$ cat config.mk
export PLATFORM = sky130hd
export DESIGN_NAME = mips_muldiv_unit
export DESIGN_NICKNAME = d
export VERILOG_FILES = /design/src/rtl/mips_pkg.sv /design/src/rtl/cond_negate.sv /design/src/rtl/mips_muldiv_unit.sv
export SDC_FILE = /design/constraint.sdc
export NUM_CORES = 1
export LEC_CHECK = 0
export CAP_MARGIN = 25
export CORE_MARGIN = 2
export CORE_UTILIZATION = 40
export CTS_BUF_LIST = sky130_fd_sc_hd__clkbuf_16
export DETAILED_ROUTE_END_ITERATION = 7
export PLACE_DENSITY_LB_ADDON = 0.3
export SLEW_MARGIN = 40
export SYNTH_ARGS = -nofsm -noshare
export SYNTH_HDL_FRONTEND = slang
export SYNTH_SLANG_ARGS = --single-unit
export TNS_END_PERCENT = 1
$ cat constraint.sdc
create_clock -name clk -period 6.8 [get_ports clk]
set_clock_uncertainty 0.2 [all_clocks]
set_input_delay 1.7 -clock clk [delete_from_list [all_inputs] [get_ports clk]]
set_output_delay 1.7 -clock clk [all_outputs]
set_load 0.005 [all_outputs]
$ cat src/rtl/mips_pkg.sv
// Shared encodings for the MIPS core: mul/div opcodes
// and the multiply/divide unit FSM states.
package mips_pkg;

  localparam logic [1:0] OP_MULTU = 2'b00;
  localparam logic [1:0] OP_MULT  = 2'b01;
  localparam logic [1:0] OP_DIVU  = 2'b10;
  localparam logic [1:0] OP_DIV   = 2'b11;

  localparam logic [1:0] ST_IDLE = 2'd0;
  localparam logic [1:0] ST_CALC = 2'd1;
  localparam logic [1:0] ST_FIX  = 2'd2;

  function automatic logic op_is_signed(
    input logic [1:0] op
  );
    return op[0];
  endfunction

  function automatic logic op_is_div(
    input logic [1:0] op
  );
    return op[1];
  endfunction

endpackage

$ cat src/rtl/cond_negate.sv
// Conditional two's-complement negate: y = sel ? -x : x.
// Used for operand magnitudes and result sign fix.
module cond_negate #(
  parameter int WIDTH = 32
) (
  input  logic             sel,
  input  logic [WIDTH-1:0] x,
  output logic [WIDTH-1:0] y
);

  assign y = sel ? (~x + WIDTH'(1)) : x;

endmodule

$ cat src/rtl/mips_muldiv_unit.sv
// Iterative radix-2 multiply / restoring divide unit
// with architectural HI/LO for the MIPS EX stage.
module mips_muldiv_unit
  import mips_pkg::*;
#(
  parameter int WIDTH = 32
) (
  input  logic             clk,
  input  logic             reset,
  input  logic             start,
  input  logic [1:0]       op,
  input  logic [WIDTH-1:0] rs_data,
  input  logic [WIDTH-1:0] rt_data,
  input  logic             kill,
  input  logic             hi_we,
  input  logic             lo_we,
  input  logic [WIDTH-1:0] wr_data,
  output logic             busy,
  output logic             done,
  output logic             div_by_zero,
  output logic [WIDTH-1:0] hi,
  output logic [WIDTH-1:0] lo
);

  localparam int CW = $clog2(WIDTH) + 1;
  localparam int AW = 2 * WIDTH + 1;
  localparam logic [CW-1:0] LAST = CW'(WIDTH - 1);

  logic [1:0]       rsync_q;
  logic             rst_n;

  logic [1:0]       state_q, state_d;
  logic [CW-1:0]    cnt_q, cnt_d;
  logic [AW-1:0]    acc_q, acc_d;
  logic [WIDTH-1:0] b_q, b_d;
  logic             div_q, div_d;
  logic             neg_res_q, neg_res_d;
  logic             neg_rem_q, neg_rem_d;
  logic             dz_q, dz_d;
  logic             done_q, done_d;
  logic             dzf_q, dzf_d;
  logic [WIDTH-1:0] hi_q, hi_d;
  logic [WIDTH-1:0] lo_q, lo_d;

  logic             sgn;
  logic [WIDTH-1:0] abs_a, abs_b;
  logic [WIDTH:0]   mul_sum;
  logic [AW-1:0]    mul_next;
  logic [AW-1:0]    div_sh;
  logic [WIDTH+1:0] trial;
  logic [AW-1:0]    div_next;
  logic [2*WIDTH-1:0] prod_fix;
  logic [WIDTH-1:0] quot_fix, rem_fix;

  // Reset asserts asynchronously, releases on a clock edge
  always_ff @(posedge clk or negedge reset) begin
    if (!reset) rsync_q <= 2'b00;
    else        rsync_q <= {rsync_q[0], 1'b1};
  end

  assign rst_n = rsync_q[1];

  assign sgn = op_is_signed(op);

  cond_negate #(.WIDTH(WIDTH)) u_abs_a (
    .sel (sgn & rs_data[WIDTH-1]),
    .x   (rs_data),
    .y   (abs_a)
  );

  cond_negate #(.WIDTH(WIDTH)) u_abs_b (
    .sel (sgn & rt_data[WIDTH-1]),
    .x   (rt_data),
    .y   (abs_b)
  );

  // One shift-add or restoring-subtract step
  always_comb begin
    mul_sum  = acc_q[AW-1:WIDTH]
             + (acc_q[0] ? {1'b0, b_q} : '0);
    mul_next = {1'b0, mul_sum, acc_q[WIDTH-1:1]};
    div_sh   = {acc_q[AW-2:0], 1'b0};
    trial    = {1'b0, div_sh[AW-1:WIDTH]}
             - {2'b00, b_q};
    div_next = trial[WIDTH+1] ? div_sh :
               {trial[WIDTH:0], div_sh[WIDTH-1:1], 1'b1};
  end

  cond_negate #(.WIDTH(2*WIDTH)) u_fix_p (
    .sel (neg_res_q),
    .x   (acc_q[2*WIDTH-1:0]),
    .y   (prod_fix)
  );

  // Divide-by-zero keeps the raw all-ones quotient
  cond_negate #(.WIDTH(WIDTH)) u_fix_q (
    .sel (neg_res_q & ~dz_q),
    .x   (acc_q[WIDTH-1:0]),
    .y   (quot_fix)
  );

  cond_negate #(.WIDTH(WIDTH)) u_fix_r (
    .sel (neg_rem_q),
    .x   (acc_q[2*WIDTH-1:WIDTH]),
    .y   (rem_fix)
  );

  // FSM, iteration and HI/LO next-state
  always_comb begin
    state_d   = state_q;
    cnt_d     = cnt_q;
    acc_d     = acc_q;
    b_d       = b_q;
    div_d     = div_q;
    neg_res_d = neg_res_q;
    neg_rem_d = neg_rem_q;
    dz_d      = dz_q;
    done_d    = 1'b0;
    dzf_d     = 1'b0;
    hi_d      = hi_q;
    lo_d      = lo_q;
    case (state_q)
      ST_IDLE: begin
        if (hi_we) hi_d = wr_data;
        if (lo_we) lo_d = wr_data;
        if (start && !kill) begin
          state_d   = ST_CALC;
          cnt_d     = '0;
          acc_d     = {{(WIDTH+1){1'b0}}, abs_a};
          b_d       = abs_b;
          div_d     = op_is_div(op);
          neg_res_d = sgn
                    & (rs_data[WIDTH-1] ^ rt_data[WIDTH-1]);
          neg_rem_d = sgn & op_is_div(op)
                    & rs_data[WIDTH-1];
          dz_d      = op_is_div(op) & (rt_data == '0);
        end
      end
      ST_CALC: begin
        if (kill) begin
          state_d = ST_IDLE;
        end else begin
          acc_d = div_q ? div_next : mul_next;
          cnt_d = cnt_q + CW'(1);
          if (cnt_q == LAST) state_d = ST_FIX;
        end
      end
      ST_FIX: begin
        state_d = ST_IDLE;
        if (!kill) begin
          done_d = 1'b1;
          dzf_d  = dz_q;
          if (div_q) begin
            hi_d = rem_fix;
            lo_d = quot_fix;
          end else begin
            hi_d = prod_fix[2*WIDTH-1:WIDTH];
            lo_d = prod_fix[WIDTH-1:0];
          end
        end
      end
      default: state_d = ST_IDLE;
    endcase
  end

  // State and architectural register update
  always_ff @(posedge clk or negedge rst_n) begin
    if (!rst_n) begin
      state_q   <= ST_IDLE;
      cnt_q     <= '0;
      acc_q     <= '0;
      b_q       <= '0;
      div_q     <= 1'b0;
      neg_res_q <= 1'b0;
      neg_rem_q <= 1'b0;
      dz_q      <= 1'b0;
      done_q    <= 1'b0;
      dzf_q     <= 1'b0;
      hi_q      <= '0;
      lo_q      <= '0;
    end else begin
      state_q   <= state_d;
      cnt_q     <= cnt_d;
      acc_q     <= acc_d;
      b_q       <= b_d;
      div_q     <= div_d;
      neg_res_q <= neg_res_d;
      neg_rem_q <= neg_rem_d;
      dz_q      <= dz_d;
      done_q    <= done_d;
      dzf_q     <= dzf_d;
      hi_q      <= hi_d;
      lo_q      <= lo_d;
    end
  end

  assign busy        = (state_q != ST_IDLE);
  assign done        = done_q;
  assign div_by_zero = dzf_q;
  assign hi          = hi_q;
  assign lo          = lo_q;

endmodule

==> flow_summary.json <==
{
  "synthesized_instance_count": 1844,
  "drt-wirelength-per-cell_um": 20.6,
  "dr.pass1.iters": 7,
  "synth_warn": 0,
  "totalWireLength_mm": 49.9,
  "worst_path_max_delay_cell": "sky130_fd_sc_hd__or4_1",
  "tritoncts_clock_tree": "done",
  "postLayoutCoreUtil": 0.477,
  "clock-sinks": 177,
  "critical_path.cell_chain": "clkdlybuf4s50_1 -> nor4_1 -> nand2_1 -> or4_1 -> nand2b_4 -> nand2b_1 -> or2_2 -> o41ai_2 -> xor2_1 -> o221ai_1",
  "grt_overflow": 0,
  "total_power_mw": 6.55,
  "mostFrequentLayoutCells": "sky130_fd_sc_hd__nand2_1 (229), sky130_fd_sc_hd__o21ai_0 (189), sky130_fd_sc_hd__dfrtp_1 (175)",
  "number_of_antenna_cells_inserted": 0,
  "initial_utilization": 0.403,
  "totalNegativeSetupSlack_ps": 0,
  "criticalPathCategory": "primary input to flop",
  "cp_data_arrival_time_ps": 4600,
  "cellPowerDensity_nw_per_um2": 378,
  "n_fill_cell": 3557,
  "end_kind": "flop",
  "cp_num_cells": 10,
  "hold_buffers": 0,
  "dr.first_iter.drc_count": 1312,
  "yosysUniqueCellTypes": 78,
  "cts_setup_buffers": 0,
  "critical_path.startpoint_type": "primary input",
  "postRouteAntennaNets": 0,
  "most_common_cell_after_layout_fill_and_taps_aside": "sky130_fd_sc_hd__nand2_1",
  "worst_slack_ps": 2320,
  "post_cts_resized": 0,
  "antenna_violations_before_repair": 0,
  "place.detailed.hpwl_mm": 37.9,
  "max_cap_viol_count": 0,
  "cts_inserted_buffers": 17,
  "grt_pass1_vias": 13600,
  "synth_flop_cell": "sky130_fd_sc_hd__dfrtp_1",
  "setup.worst_path.end": "acc_q[29]$_DFFE_PN0P_",
  "max_freq_mhz": 223,
  "globalplace.congestion": 0.964,
  "finalHoldWorstSlack_ps": 22.8,
  "timing.critical_path.required_ps": 6920,
  "synth.yosys.seq_area_share": 0.303,
  "die_h_um": 195,
  "grt_pass1_wl_mm": 77.7,
  "syn_nets": 2019,
  "clkSlewWorstSetupHoldPaths_ps": 80,
  "final-hold-violation-count": 0,
  "fp.coreArea_um2": 36300,
  "syn_area_um2": 14600,
  "drc": 0,
  "worst_slew_pin_slew_ps": 822,
  "reg2regPathDepth": 13,
  "clk-insertion-delay-late_ps": 480,
  "placement_rows": 70,
  "worst_path_dominant_cell_family": "simple AND/OR/NAND/NOR gates",
  "synth_top_cells_by_area": "sky130_fd_sc_hd__dfrtp_1 (30%), sky130_fd_sc_hd__o21ai_0 (6.5%), sky130_fd_sc_hd__xor2_1 (6.2%)",
  "area.growth.synth_to_final_pct": 18.5,
  "r2r-end": "acc_q[63]$_DFFE_PN0P_",
  "grtUsageTotal": 0.260,
  "multi_input_area_um2": 9630,
  "grt_setup_unrepaired": "no",
  "async_flop_share": 1.00,
  "port-buffer-count": 170,
  "synthesis.area_per_instance_um2": 7.94,
  "vias_per_cell": 5.94,
  "worstPathBufferInverterCount": 1,
  "startpoint": "rs_data[3]",
  "r2r_start": "acc_q[0]$_DFFE_PN0P_",
  "yosysTopAreaCell": "sky130_fd_sc_hd__dfrtp_1",
  "sequential_cell_area_um2": 4430,
  "crit_path_max_incr_delay_ps": 550,
  "ys_ff_latch": 177,
  "setup-violations-final": 0,
  "htreeDepth": 4,
  "synth-edff-count": 0,
  "maximum_number_of_pins_on_one_net_before_global_route_repair": 104,
  "critical_path_peak_fanout": 4,
  "vias_after_detailed_routing": 14300,
  "static_leak_nw": 7.24,
  "design.portCount": 171,
  "period_minus_slack_ps": 4480,
  "outcome": "complete, no violations",
  "share_of_final_layout_standard_cells_stronger_than_drive_strength_1": 0.0436,
  "yosys.area.top_type_share": 0.303,
  "ir_worst_vdd_mv": 0.223,
  "dieArea_um2": 38100,
  "slew_headroom": 0.447,
  "dpl_worst_slack_ps": 1860,
  "fin_crit_sh": 0.659,
  "number_of_pins_exceeding_their_max_slew_limit_in_the_final_report": 0,
  "nNetsFinal": 2110,
  "chipWidth_um": 195,
  "regToRegSetupSlack_ps": 2360,
  "cts-root-buf": "sky130_fd_sc_hd__clkbuf_16",
  "timing.hold.worst.class": "flop to asynchronous set/reset pin",
  "cts_max_path_buffers": 2
}
==> state kept, by name (all words and copies together), names as in the netlist, 2 cells and up <==
signal,cells
acc_q,65
b_q,32
hi,32
lo,32
cnt_q,6
rsync_q,2
state_q,2
==> cell usage after synthesis (5+ instances only) <==
master,number
sky130_fd_sc_hd__nand2_1,230
sky130_fd_sc_hd__o21ai_0,189
sky130_fd_sc_hd__dfrtp_1,177
sky130_fd_sc_hd__nor2_1,173
sky130_fd_sc_hd__a21oi_1,142
sky130_fd_sc_hd__xor2_1,104
sky130_fd_sc_hd__clkbuf_1,101
sky130_fd_sc_hd__ha_1,69
sky130_fd_sc_hd__xnor2_1,68
sky130_fd_sc_hd__inv_1,60
sky130_fd_sc_hd__mux2i_1,58
sky130_fd_sc_hd__o31ai_1,36
sky130_fd_sc_hd__a21o_1,33
sky130_fd_sc_hd__nand3_1,33
sky130_fd_sc_hd__o221ai_1,32
sky130_fd_sc_hd__nor3_1,28
sky130_fd_sc_hd__o211ai_1,24
sky130_fd_sc_hd__a31oi_1,20
sky130_fd_sc_hd__nor2b_1,17
sky130_fd_sc_hd__and2_1,16
sky130_fd_sc_hd__or3_1,15
sky130_fd_sc_hd__or4_1,15
sky130_fd_sc_hd__a211oi_1,14
sky130_fd_sc_hd__a22oi_1,13
sky130_fd_sc_hd__o41ai_1,13
sky130_fd_sc_hd__nor4_1,12
sky130_fd_sc_hd__nand2b_1,11
sky130_fd_sc_hd__and3_1,10
sky130_fd_sc_hd__nand4_1,9
sky130_fd_sc_hd__o21bai_1,8
sky130_fd_sc_hd__nand3b_1,7
sky130_fd_sc_hd__o21a_1,6
sky130_fd_sc_hd__buf_1,5
sky130_fd_sc_hd__buf_2,5
sky130_fd_sc_hd__o22ai_1,5
sky130_fd_sc_hd__or2_2,5
==> metrics by stage <==
step | std cells | instance area (um^2)
2_1_floorplan | 1844 | 14600
3_3_place_gp | 2383 | 16600
3_5_place_dp | 2383 | 16700
4_1_cts | 2415 | 17300
5_1_grt | 2416 | 17300
6_report | 2416 | 17300
==> cells by family after synthesis <==
logic type                 synth area share
xor gates and xnor gates              0.103
and+or+nand+nor                       0.192
buffers and inverters                0.0448
muxes                                0.0397
adders and majority gates            0.0617
AOI/OAI and AO/OA                     0.256
DFF                                   0.303
other                              0.000256
==> power by group <==
part           internal [mW]  switching, mW
clock                  0.596          0.506
sequential              1.30          0.487
combinational           1.49           2.18
==> metal layers <==
layer  wire [um]  part of all wire  global-route usage  up-vias
met5           0                 0                   0        -
met4        1170             0.023              0.0775        0
met3        3670             0.073              0.0451       63
met2       22700              0.45               0.411      627
met1       22400              0.45               0.363     6821
li1            -                 -                   -     6833
==> how the worst min path moves through the flow <==
stage                                    start                    end  slack [ps]
after floorplan           rsync_q[0]$_DFF_PN0_   rsync_q[1]$_DFF_PN0_         130
after global placement    rsync_q[0]$_DFF_PN0_   rsync_q[1]$_DFF_PN0_         140
after detailed placement  rsync_q[0]$_DFF_PN0_   rsync_q[1]$_DFF_PN0_         140
after CTS                 rsync_q[0]$_DFF_PN0_   rsync_q[1]$_DFF_PN0_         160
after global routing      rsync_q[1]$_DFF_PN0_  acc_q[39]$_DFFE_PN0P_          50
final                     rsync_q[1]$_DFF_PN0_  acc_q[39]$_DFFE_PN0P_          20
==> layout make-up <==
type,count,share of cell area
multi-input cells,1495,0.555
clock inverters,15,0.0124
repair buffers,184,0.106
inverters,60,0.0130
flip-flops and latches,177,0.256
well taps,468,0.0338
clock buffers,17,0.0245
No activity file was read; power rests on OpenSTA's default activity.
